## config.mk

```make
export PLATFORM = sky130hd
export DESIGN_NAME = ahb_si_arbiter
export DESIGN_NICKNAME = d
export VERILOG_FILES = /design/src/rtl/ahb_si_arbiter.sv
export SDC_FILE = /design/constraint.sdc
export NUM_CORES = 1
export LEC_CHECK = 0
export BUFFER_PORTS_ARGS = -buffer_cell sky130_fd_sc_hd__buf_4
export CAP_MARGIN = 20
export CELL_PAD_IN_SITES_DETAIL_PLACEMENT = 0
export CELL_PAD_IN_SITES_GLOBAL_PLACEMENT = 1
export CORE_AREA = 4 4 67 69
export CTS_BUF_LIST = sky130_fd_sc_hd__clkbuf_16
export CTS_CLUSTER_DIAMETER = 60
export DETAILED_ROUTE_END_ITERATION = 8
export DIE_AREA = 0 0 71 73
export PLACE_DENSITY_LB_ADDON = 0.1
export SLEW_MARGIN = 25
export SYNTH_ARGS = -nofsm -noshare
export SYNTH_HDL_FRONTEND = slang
export SYNTH_SLANG_ARGS = --single-unit
export TNS_END_PERCENT = 5
```

## constraint.sdc

```tcl
create_clock -name HCLK -period 1.9 [get_ports HCLK]
set_clock_uncertainty 0.15 [all_clocks]
set_input_delay 0.19 -clock HCLK [delete_from_list [all_inputs] [get_ports HCLK]]
set_output_delay 0.19 -clock HCLK [all_outputs]
set_load 0.005 [all_outputs]
```

## src/rtl/ahb_si_arbiter.sv

```systemverilog
`default_nettype none
// =============================================================================
// Module   : ahb_si_arbiter
// Brief    : per-slave-interface AHB arbiter (fixed priority / round-robin),
//            burst- and lock-aware, with address- and data-phase mux selects
// Revision : 1.0
// =============================================================================
module ahb_si_arbiter #(
  parameter  int MASTER_NUM     = 4,
  parameter  int ARB_RR         = 1,
  parameter  int DEFAULT_MASTER = 0,
  localparam int IDX_W          = (MASTER_NUM > 1) ? $clog2(MASTER_NUM) : 1
) (
  input  logic                  HCLK,
  input  logic                  HRESETn,
  input  logic [MASTER_NUM-1:0] hreq,
  input  logic [MASTER_NUM-1:0] hlock,
  input  logic [1:0]            htrans,
  input  logic [2:0]            hburst,
  input  logic                  hready,
  output logic [MASTER_NUM-1:0] hgrant,
  output logic [MASTER_NUM-1:0] addr_sel,
  output logic [MASTER_NUM-1:0] data_sel,
  output logic [IDX_W-1:0]      hmaster,
  output logic                  hmastlock
);

  localparam logic [1:0] C_TR_IDLE   = 2'b00;
  localparam logic [1:0] C_TR_BUSY   = 2'b01;
  localparam logic [1:0] C_TR_NONSEQ = 2'b10;
  localparam logic [1:0] C_TR_SEQ    = 2'b11;

  localparam logic [2:0] C_HB_INCR   = 3'b001;
  localparam logic [2:0] C_HB_WRAP4  = 3'b010;
  localparam logic [2:0] C_HB_INCR4  = 3'b011;
  localparam logic [2:0] C_HB_WRAP8  = 3'b100;
  localparam logic [2:0] C_HB_INCR8  = 3'b101;
  localparam logic [2:0] C_HB_WRAP16 = 3'b110;
  localparam logic [2:0] C_HB_INCR16 = 3'b111;

  localparam logic [IDX_W-1:0]      C_DEF_IDX    = IDX_W'(DEFAULT_MASTER);
  localparam logic [MASTER_NUM-1:0] C_DEF_ONEHOT = MASTER_NUM'(1) << DEFAULT_MASTER;

  logic [MASTER_NUM-1:0] hgrant_q,    hgrant_d;
  logic [MASTER_NUM-1:0] data_sel_q,  data_sel_d;
  logic [IDX_W-1:0]      hmaster_q,   hmaster_d;
  logic [IDX_W-1:0]      rr_ptr_q,    rr_ptr_d;
  logic                  hmastlock_q, hmastlock_d;
  logic [3:0]            cnt_q,       cnt_d;

  logic [IDX_W-1:0]      win_idx;
  logic                  owner_req;
  logic                  owner_lock;
  logic                  lock_ok;
  logic                  incr_ok;
  logic                  sw;

  // Remaining SEQ beats of a fixed-length burst; only accepted transfers count.
  always_comb begin
    cnt_d = cnt_q;
    if (hready) begin
      unique case (htrans)
        C_TR_NONSEQ: begin
          unique case (hburst)
            C_HB_INCR4,  C_HB_WRAP4:  cnt_d = 4'd3;
            C_HB_INCR8,  C_HB_WRAP8:  cnt_d = 4'd7;
            C_HB_INCR16, C_HB_WRAP16: cnt_d = 4'd15;
            default:                  cnt_d = 4'd0;
          endcase
        end
        C_TR_SEQ:  cnt_d = (cnt_q == 4'd0) ? 4'd0 : cnt_q - 4'd1;
        C_TR_IDLE: cnt_d = 4'd0;
        default:   cnt_d = cnt_q;
      endcase
    end
  end

  assign owner_req  = hreq[hmaster_q];
  assign owner_lock = hlock[hmaster_q];
  assign lock_ok    = !hmastlock_q || !owner_lock;
  // An undefined-length burst ends only when its owner lets go or goes idle.
  assign incr_ok    = (hburst != C_HB_INCR) || !owner_req || (htrans == C_TR_IDLE);
  assign sw         = hready && lock_ok && (cnt_d == 4'd0) &&
                      (htrans != C_TR_BUSY) && incr_ok;

  generate
    if (ARB_RR != 0) begin : g_rr
      always_comb begin
        int   idx;
        logic found;
        idx     = 0;
        found   = 1'b0;
        win_idx = C_DEF_IDX;
        // Search upward from the slot after the last granted requester.
        for (int k = 1; k <= MASTER_NUM; k++) begin
          idx = (int'(rr_ptr_q) + k) % MASTER_NUM;
          if (!found && hreq[IDX_W'(idx)]) begin
            win_idx = IDX_W'(idx);
            found   = 1'b1;
          end
        end
      end
    end else begin : g_fp
      always_comb begin
        win_idx = C_DEF_IDX;
        for (int k = MASTER_NUM - 1; k >= 0; k--) begin
          if (hreq[k]) begin
            win_idx = IDX_W'(k);
          end
        end
      end
    end
  endgenerate

  always_comb begin
    hgrant_d    = hgrant_q;
    hmaster_d   = hmaster_q;
    hmastlock_d = hmastlock_q;
    rr_ptr_d    = rr_ptr_q;
    if (sw) begin
      hgrant_d    = MASTER_NUM'(1) << win_idx;
      hmaster_d   = win_idx;
      hmastlock_d = hlock[win_idx];
      if (hreq[win_idx]) begin
        rr_ptr_d = win_idx;
      end
    end
  end

  // Data phase follows the accepted address phase; wait states stretch it.
  always_comb begin
    data_sel_d = data_sel_q;
    if (hready) begin
      data_sel_d = ((htrans == C_TR_NONSEQ) || (htrans == C_TR_SEQ)) ?
                   hgrant_q : '0;
    end
  end

  always_ff @(posedge HCLK) begin
    if (!HRESETn) begin
      hgrant_q    <= C_DEF_ONEHOT;
      hmaster_q   <= C_DEF_IDX;
      hmastlock_q <= 1'b0;
      rr_ptr_q    <= C_DEF_IDX;
      cnt_q       <= 4'd0;
      data_sel_q  <= '0;
    end else begin
      hgrant_q    <= hgrant_d;
      hmaster_q   <= hmaster_d;
      hmastlock_q <= hmastlock_d;
      rr_ptr_q    <= rr_ptr_d;
      cnt_q       <= cnt_d;
      data_sel_q  <= data_sel_d;
    end
  end

  assign hgrant    = hgrant_q;
  assign addr_sel  = hgrant_q;
  assign data_sel  = data_sel_q;
  assign hmaster   = hmaster_q;
  assign hmastlock = hmastlock_q;

endmodule
`default_nettype wire
```

==> impl_metrics.tcl, run 1 <==
set metrics [dict create \
    outcome "finished, violations left" \
    violations "negative setup slack" \
    drive_gt1_frac 0.443 \
    criticalPathCategory "reg2reg" \
    tns_ns -0.426 \
    grt_pass1_wl_mm 5.29 \
    cp_num_buf_inv 1 \
    clock_latency_ns 0.25 \
    antenna_cells 0 \
    critPathSlowestCell "or3b_4" \
    antenna_found_initial 0 \
    cp_cell_sequence "inv_2 > ha_4 > or3b_4 > nand4_1 > o221ai_4 > nor3_4 > mux2i_1" \
    clock_path_buffers 2 \
    vdd_drop_max_mv 0.375 \
    maxSlewHeadroom 0.731 \
    syn_inst 134 \
    ys.flop_type "dfxtp_1" \
    synth.area.top_cells "dfxtp_1 30%, mux2i_1 7.8%, nand2_1 4.9%" \
    cts_buffers 3 \
    track_usage 0.127 \
    via_per_inst 4.99 \
    drv_cap 0 \
    io_pins 31 \
    period_minus_slack_ns 2.00 \
    pwr_density_cell_mw_per_mm2 695 \
    post-dp-hpwl_mm 2.49 \
    hold_class "in2reg" \
    num_rows 23 \
    arrival_ns 2.03 \
    required_ns 1.92 \
    worstSetupEndpointType "flop" \
    dp_slack_ns -0.139 \
    ys_warn_count 0 \
    cts_tree "done" \
    syn_nets 152 \
    drtIter0Drc 24 \
    layout_setup_ws_ns -0.103 \
    tightest_slew_ns 0.401 \
    synth.cell_area_mm2 0.00115 \
    synth-seq-cells 17 \
    routed_wirelength_mm 3.19 \
    min_path_cells 2 \
    reg2reg_to "addr_sel[1]" \
    synth_area_per_cell_um2 8.57 \
    routedWlPerCell_um 14.2 \
    die-area_mm2 0.00518 \
    finalWeightedCongestion 0.849 \
    vias 1117 \
    fin_util 0.425 \
    holdBufCountCts 0 \
    portBuffers 30 \
    initial_core_util 0.293 \
    crit_family "simple AND/OR/NAND/NOR gates" \
    slew_violations 0 \
    regToRegStartpoint "cnt_q[1]" \
    grt_overflow_total 0 \
    regToRegSetupSlack_ns -0.10 \
    seq_area_frac_synth 0.296 \
    holdWs_ns 0.0680 \
    fp.dieW_um 71 \
    synth_top_area_frac 0.296 \
    max_freq_mhz 499 \
    nets 193 \
    report.final.setup_viol 6 \
    whs_endpoint "addr_sel[0]" \
    timing.final.crit_share 1.05 \
    max_stage_delay_ns 0.38 \
    cts_num_sinks 17 \
    yosys.cell_count.top_type "dfxtp_1" \
    synth_common_cells "17 x dfxtp_1, 15 x nand2_1, 10 x nor2_1" \
    synth_edf_count 0 \
    finalHoldViolations 0 \
    async_reset_ff_frac 0 \
    ant_nets 0 \
    grt_pass1_vias 1174 \
    cts-root-buf "clkbuf_16" \
    path_max_fanout 4 \
    rsz0062_at_grt "yes" \
    p_leak_uw 0.000668 \
    hp-start "HRESETn" \
    die_y_um 73 \
    synth_top_cell_by_area "dfxtp_1" \
    core_mm2 0.00391 \
    grt_max_degree 15 \
    drc_errors 0 \
    path_clk_slew_ns 0.05 \
    worst_r2r_path_depth 7 \
    drt-pass1-iter-count 4 \
    h-tree-depth 1 \
    start_kind "flop" \
    area_growth_pct 44.7 \
    yosysUniqueCellTypes 49 \
]
[state kept, by name, indices dropped and copies added, names as in the netlist]
name,cells
addr_sel,4
cnt_q,4
data_sel,4
hmaster,2
hmastlock,1
rr_ptr_q,2
[routing by layer]
layer / wire [µm] / track usage
met1: 1270 / 0.140
met2: 1730 / 0.241
met3: 137 / 0.0372
met4: 46 / 0.0271
met5: 0 / 0
[cell usage in the layout, fill, tap and decap left out, types with 4 or more instances in the layout]
master	Yosys	routed
inv_1	7	5
nand4_1	4	4
mux2i_1	9	9
nor2_1	10	10
nand2_1	15	15
dfxtp_1	17	14
nand3_1	8	7
a21oi_1	5	5
buf_4	4	46
[stage by stage]
stage / area [µm²] / power [µW] / instances
after global placement: 1490 / 710 / 218
after CTS: 1600 / 1150 / 223
final: 1660 / 1150 / 224
after floorplan: 1150 / 588 / 134
after detailed placement: 1490 / 711 / 218
after global routing: 1660 / 1220 / 224
[how the worst max path moves through the flow]
stage,startpoint,endpoint,slack (ns),cells past startpoint
after floorplan,cnt_q[0],addr_sel[1],0.004,7
after global placement,cnt_q[0],addr_sel[2],-0.08,7
after detailed placement,cnt_q[0],addr_sel[1],-0.14,7
after CTS,cnt_q[1],addr_sel[1],-0.13,7
after global routing,cnt_q[1],addr_sel[1],-0.21,7
final,cnt_q[1],addr_sel[1],-0.10,7
[layout make-up]
| cell class | instances | area, µm² |
|---|---|---|
| fill | 416 | 2250 |
| multi-input combinational | 99 | 800 |
| timing repair buffer | 46 | 345 |
| sequential | 17 | 344 |
| clock buffer | 3 | 75.1 |
| tap | 50 | 62.6 |
| inverter | 8 | 30.0 |
| clock inverter | 1 | 5.00 |
[power breakdown]
part           internal [µW]  switching, µW  total (µW)
clock network            282            140         421
registers                380           23.8         404
logic                    171            158         329
[cell families after synthesis]
logic type / count (synthesis) / share of synthesized area
AO/OA/AOI/OAI: 30 / 0.214
multiplexers: 12 / 0.124
flip-flops: 17 / 0.296
AND/OR/NAND/NOR: 54 / 0.260
buffers and inverters: 18 / 0.0763
XOR/XNOR: 1 / 0.00763
adder cells (fa/ha/maj): 2 / 0.0218
[repair_timing]
action | 4_1_cts | 5_1_grt
hold endpoints to repair | 0 | 0
buffers inserted | 1 | 1
setup endpoints to repair | 7 | 11
pin swaps | 3 | 7
gates resized for setup | 8 | 10
Note: power is estimated with default switching activity, not from simulation.
==> inputs of run 2 (changes only) <==
RECOVER_POWER = 100   (was unset)
==> run 2 against run 1 <==
Sequential power about the same. Via count is 0.54% lower. First-iteration DRC count stayed put. Final cell count did not move. Register-to-register slack barely moved. Clock-buffer cell count did not move. The flow still finishes with violations (negative setup slack). Critical path type unchanged. Die area unchanged. Critical path depth stayed put. Highest routed layer unchanged. Combinational power decreased by 2%.
==> impl_metrics.tcl, run 2 (synthesis gave the netlist of run 1 again) <==
set metrics [dict create \
    mostFrequentLayoutCell "buf_4" \
    cts-root-buf "clkbuf_16" \
    via_per_inst 4.96 \
    path_max_fanout 4 \
    portBuffers 30 \
    num_rows 23 \
    holdBufCountCts 0 \
    initial_core_util 0.293 \
    routedWlPerCell_um 14.1 \
    clock_latency_ns 0.25 \
    drc_errors 0 \
    holdWs_ns 0.0682 \
    hold_class "in2reg" \
    antenna_found_initial 0 \
    required_ns 1.92 \
    vias 1111 \
    report.final.setup_viol 6 \
    arrival_ns 2.03 \
    io_pins 31 \
    drtIter0Drc 24 \
    switching_share 0.279 \
    grt_pass1_wl_mm 5.29 \
    die_y_um 73 \
    power_frac_clock 0.367 \
    dp_slack_ns -0.139 \
    p_leak_uw 0.000654 \
    period_minus_slack_ns 2.00 \
    seq_power_share 0.351 \
    layout_setup_ws_ns -0.101 \
    vdd_drop_max_mv 0.375 \
    maxSlewHeadroom 0.731 \
    outcome "finished, violations left" \
    track_usage 0.127 \
    clock_path_buffers 2 \
    ant_nets 0 \
    drt-pass1-iter-count 4 \
    p_sw_uw 320 \
    post-dp-hpwl_mm 2.49 \
    start_kind "flop" \
    worstSetupEndpointType "flop" \
    finalHoldViolations 0 \
    antenna_cells 0 \
    rsz0062_at_grt "yes" \
    h-tree-depth 1 \
    violations "negative setup slack" \
    p_comb_frac 0.282 \
    core_mm2 0.00391 \
    fp.dieW_um 71 \
    finalWeightedCongestion 0.849 \
    slew_violations 0 \
    timing.final.crit_share 1.05 \
    max_freq_mhz 500 \
    layout_common_cells "31 x buf_4, 15 x nand2_1, 15 x dfxtp_1, 13 x clkbuf_4, 10 x nor2_1" \
    area_growth_pct 43.9 \
    drive_gt1_frac 0.425 \
    drv_cap 0 \
    cts_num_sinks 17 \
    grt_overflow_total 0 \
    tightest_slew_ns 0.401 \
    p_int_uw 828 \
    regToRegSetupSlack_ns -0.10 \
    routed_wirelength_mm 3.16 \
    grt_pass1_vias 1174 \
    die-area_mm2 0.00518 \
    cts_tree "done" \
    finalPower_uw 1150 \
    criticalPathCategory "reg2reg" \
    pwr_density_cell_mw_per_mm2 695 \
    nets 193 \
    grt_max_degree 15 \
    path_clk_slew_ns 0.05 \
    cts_buffers 3 \
]
run 2: changes by cell type in the layout (fill, tap and decap cells not counted):
cell / change
buf_4: -15
clkbuf_1: +2
clkbuf_4: +13
dfxtp_1: +1
dfxtp_2: -1
run 2: layout make-up:
cell class / count / area (µm²)
inverter: 8 / 30.0
timing repair buffer: 46 / 338
multi-input combinational: 99 / 800
fill: 419 / 2260
clock inverter: 1 / 5.00
tap: 50 / 62.6
sequential: 17 / 343
clock buffer: 3 / 75.1
run 2: final timing paths:
kind | cells past startpoint | start | to
setup / recovery | 7 | cnt_q[1] | addr_sel[1]
hold / removal | 2 | HRESETn | addr_sel[0]
setup reg to reg | 7 | cnt_q[1] | addr_sel[1]
hold reg to reg | 2 | data_sel[0] | data_sel[0]
run 2: per-layer routing:
metal	wire (µm)	global-route usage	vias to the layer above
met4	46	0.0271	0
met2	1720	0.241	18
met1	1260	0.140	517
li1	-	-	569
met5	0	0	-
met3	132	0.0372	7
run 2: stage by stage:
| stage | TNS [ns] | instances | util | cell area, µm² |
|---|---|---|---|---|
| after global routing | -1.23 | 224 | 0.422 | 1650 |
| after global placement | -0.360 | 218 | 0.380 | 1490 |
| after detailed placement | -0.569 | 218 | 0.380 | 1490 |
| final | -0.415 | 224 | 0.422 | 1650 |
| after CTS | -0.544 | 223 | 0.410 | 1600 |
| after floorplan | 0 | 134 | - | 1150 |
run 2: power groups by stage:
stage                     Clock (µW)  Sequential [µW]  Combinational [µW]
after global routing             446              407                 360
after detailed placement           0              410                 301
after global placement             0              409                 300
after CTS                        435              403                 313
after floorplan                    0              406                 182
final                            421              403                 324
run 2: critical path, cell delays in order, from the launching register on:
cell      delay, ns
dfxtp_2        0.32
inv_2          0.07
ha_4           0.13
or3b_4         0.38
nand4_1        0.20
o221ai_4       0.17
nor3_4         0.28
mux2i_1        0.22
run 2: what timing repair did:
| item | 4_1_cts | 5_1_grt |
|---|---|---|
| resized for setup | 8 | 10 |
| gates cloned | 0 | 0 |
| pin swaps | 3 | 7 |
| endpoints found under the setup margin | 7 | 11 |
| setup buffers | 1 | 1 |
==> inputs of run 3 (changes only) <==
clock period = 1.7 ns   (was 1.9 ns; I/O delays follow)
==> run 3 against run 2 <==
The run still ends with negative setup slack left. Final cell count grew 7.1%. Clock power grew 11%. Utilization grew 3.1 points. Worst setup slack lost 0.17 ns. Global-route usage grew 0.49 points. First-iteration DRC count grew 63%. Critical path depth grew 1. Largest cell class unchanged.
==> impl_metrics.tcl, run 3 (synthesis gave the netlist of run 1 again) <==
set metrics [dict create \
    criticalPathCategory "reg2reg" \
    fp.dieW_um 71 \
    p_comb_frac 0.302 \
    drv_cap 0 \
    max_freq_mhz 507 \
    h-tree-depth 1 \
    multi_input_area_um2 778 \
    antenna_found_initial 0 \
    dp_slack_ns -0.307 \
    post-dp-hpwl_mm 2.67 \
    reg2reg_to "addr_sel[0]" \
    critPathSlowestCell "or3b_4" \
    grt_pass1_vias 1173 \
    seq_power_share 0.343 \
    cts-root-buf "clkbuf_16" \
    grt_overflow_total 0 \
    antenna_cells 0 \
    ff_latch_area_um2 345 \
    arrival_ns 1.98 \
    clock_latency_ns 0.25 \
    cp_cell_sequence "inv_2 > ha_4 > or3b_4 > nand4_1 > buf_4 > o221a_4 > nand3_4 > o311ai_2" \
    portBuffers 30 \
    drive_gt1_frac 0.489 \
    routed_wirelength_mm 3.40 \
    via_per_inst 4.96 \
    ant_nets 0 \
    regToRegSetupSlack_ns -0.27 \
    required_ns 1.71 \
    fillers 416 \
    p_sw_uw 362 \
    timing.final.crit_share 1.16 \
    path_max_fanout 3 \
    regToRegStartpoint "cnt_q[1]" \
    die_y_um 73 \
    holdBufCountCts 0 \
    start_kind "flop" \
    drtIter0Drc 39 \
    maxSlewHeadroom 0.726 \
    nets 209 \
    dp_cells 235 \
    tightest_slew_ns 0.408 \
    design_area_mm2 0.00177 \
    switching_share 0.275 \
    cts_tree "done" \
    layout_setup_ws_ns -0.273 \
    track_usage 0.132 \
    worstSetupEndpointType "flop" \
    layout_common_cells "47 x buf_4, 15 x nand2_1, 13 x dfxtp_1, 12 x clkbuf_4, 10 x nor2_1" \
    num_rows 23 \
    violations "negative setup slack" \
    area_growth_pct 54.5 \
    worst_r2r_path_depth 8 \
    grt_max_degree 15 \
    p_leak_uw 0.000739 \
    p_int_uw 955 \
    vias 1191 \
    power_frac_clock 0.355 \
    finalWeightedCongestion 0.871 \
    io_pins 31 \
    finalHoldViolations 0 \
    period_minus_slack_ns 1.97 \
    vdd_drop_max_mv 0.327 \
    pwr_density_cell_mw_per_mm2 743 \
    routedWlPerCell_um 14.2 \
    core_mm2 0.00391 \
    hold_class "in2reg" \
    outcome "finished, violations left" \
    report.final.setup_viol 12 \
    max_stage_delay_ns 0.38 \
    dpl_cell_area_mm2 0.00164 \
    clock_path_buffers 2 \
    fin_cells 240 \
    grt_pass1_wl_mm 5.49 \
    slew_violations 0 \
    mostFrequentLayoutCell "buf_4" \
    min_path_cells 2 \
    die-area_mm2 0.00518 \
    rsz0062_at_grt "yes" \
    hp-start "HRESETn" \
    drt-pass1-iter-count 4 \
    drc_errors 0 \
    whs_endpoint "addr_sel[0]" \
    cts_buffers 3 \
    initial_core_util 0.293 \
    cts_num_sinks 17 \
    path_clk_slew_ns 0.05 \
]
run 3: changes by cell type in the layout (fill, tap and decap cells not counted), sizes merged:
cell | previous run | this run
buf | 31 | 49
clkbuf | 18 | 16
run 3: worst max-delay path: cells and delay by family, from the launching register on:
kind                       cells  cell delay, ns
adders and majority gates      1            0.13
DFF                            1            0.32
AOI/OAI and AO/OA              2            0.47
and+or+nand+nor                3            0.60
buffers and inverters          2            0.22
run 3: power by group through the flow:
stage          registers [µW]  logic [µW]  clock network (µW)
3_5_place_dp              460         380                   0
4_1_cts                   452         390                 476
3_3_place_gp              459         376                   0
6_report                  452         398                 468
5_1_grt                   455         434                 494
2_1_floorplan             456         205                   0
run 3: area by class of cell:
| class | count | share of cell area |
|---|---|---|
| Inverter | 8 | 0.0169 |
| Multi-Input combinational cell | 99 | 0.439 |
| Tap cell | 50 | 0.0353 |
| Timing Repair Buffer | 62 | 0.269 |
| Sequential cell | 17 | 0.195 |
| Clock buffer | 3 | 0.0423 |
| Clock inverter | 1 | 0.00282 |
run 3: how the worst max path moves through the flow:
stage / from / endpoint / slack [ns]
floorplan: cnt_q[0] / addr_sel[1] / -0.15
global placement: cnt_q[1] / addr_sel[3] / -0.25
detailed placement: cnt_q[1] / addr_sel[1] / -0.31
CTS: cnt_q[1] / addr_sel[0] / -0.26
global route: cnt_q[1] / addr_sel[0] / -0.34
finish: cnt_q[1] / addr_sel[0] / -0.27
run 3: routing by layer:
metal | routed length (µm) | track usage
met1 | 1580 | 0.175
met2 | 1610 | 0.217
met3 | 203 | 0.0275
met4 | 10 | 0.0376
met5 | 0 | 0
run 3: per-stage QoR:
stage / hold slack (ns) / utilization / TNS [ns] / power, µW
finish: 0.0476 / 0.453 / -2.47 / 1320
global route: 0.0491 / 0.453 / -3.46 / 1380
CTS: 0.0424 / 0.446 / -2.31 / 1320
detailed placement: 0.299 / 0.420 / -2.60 / 839
global placement: 0.295 / 0.420 / -1.99 / 835
floorplan: 0.166 / - / -0.939 / 661
run 3: timing repair:
action                                  4_1_cts  5_1_grt
resized for setup                             5        5
endpoints found under the setup margin       12       13
pin swaps                                     3        2
endpoints found under the hold margin         0        0
setup buffers                                 0        1
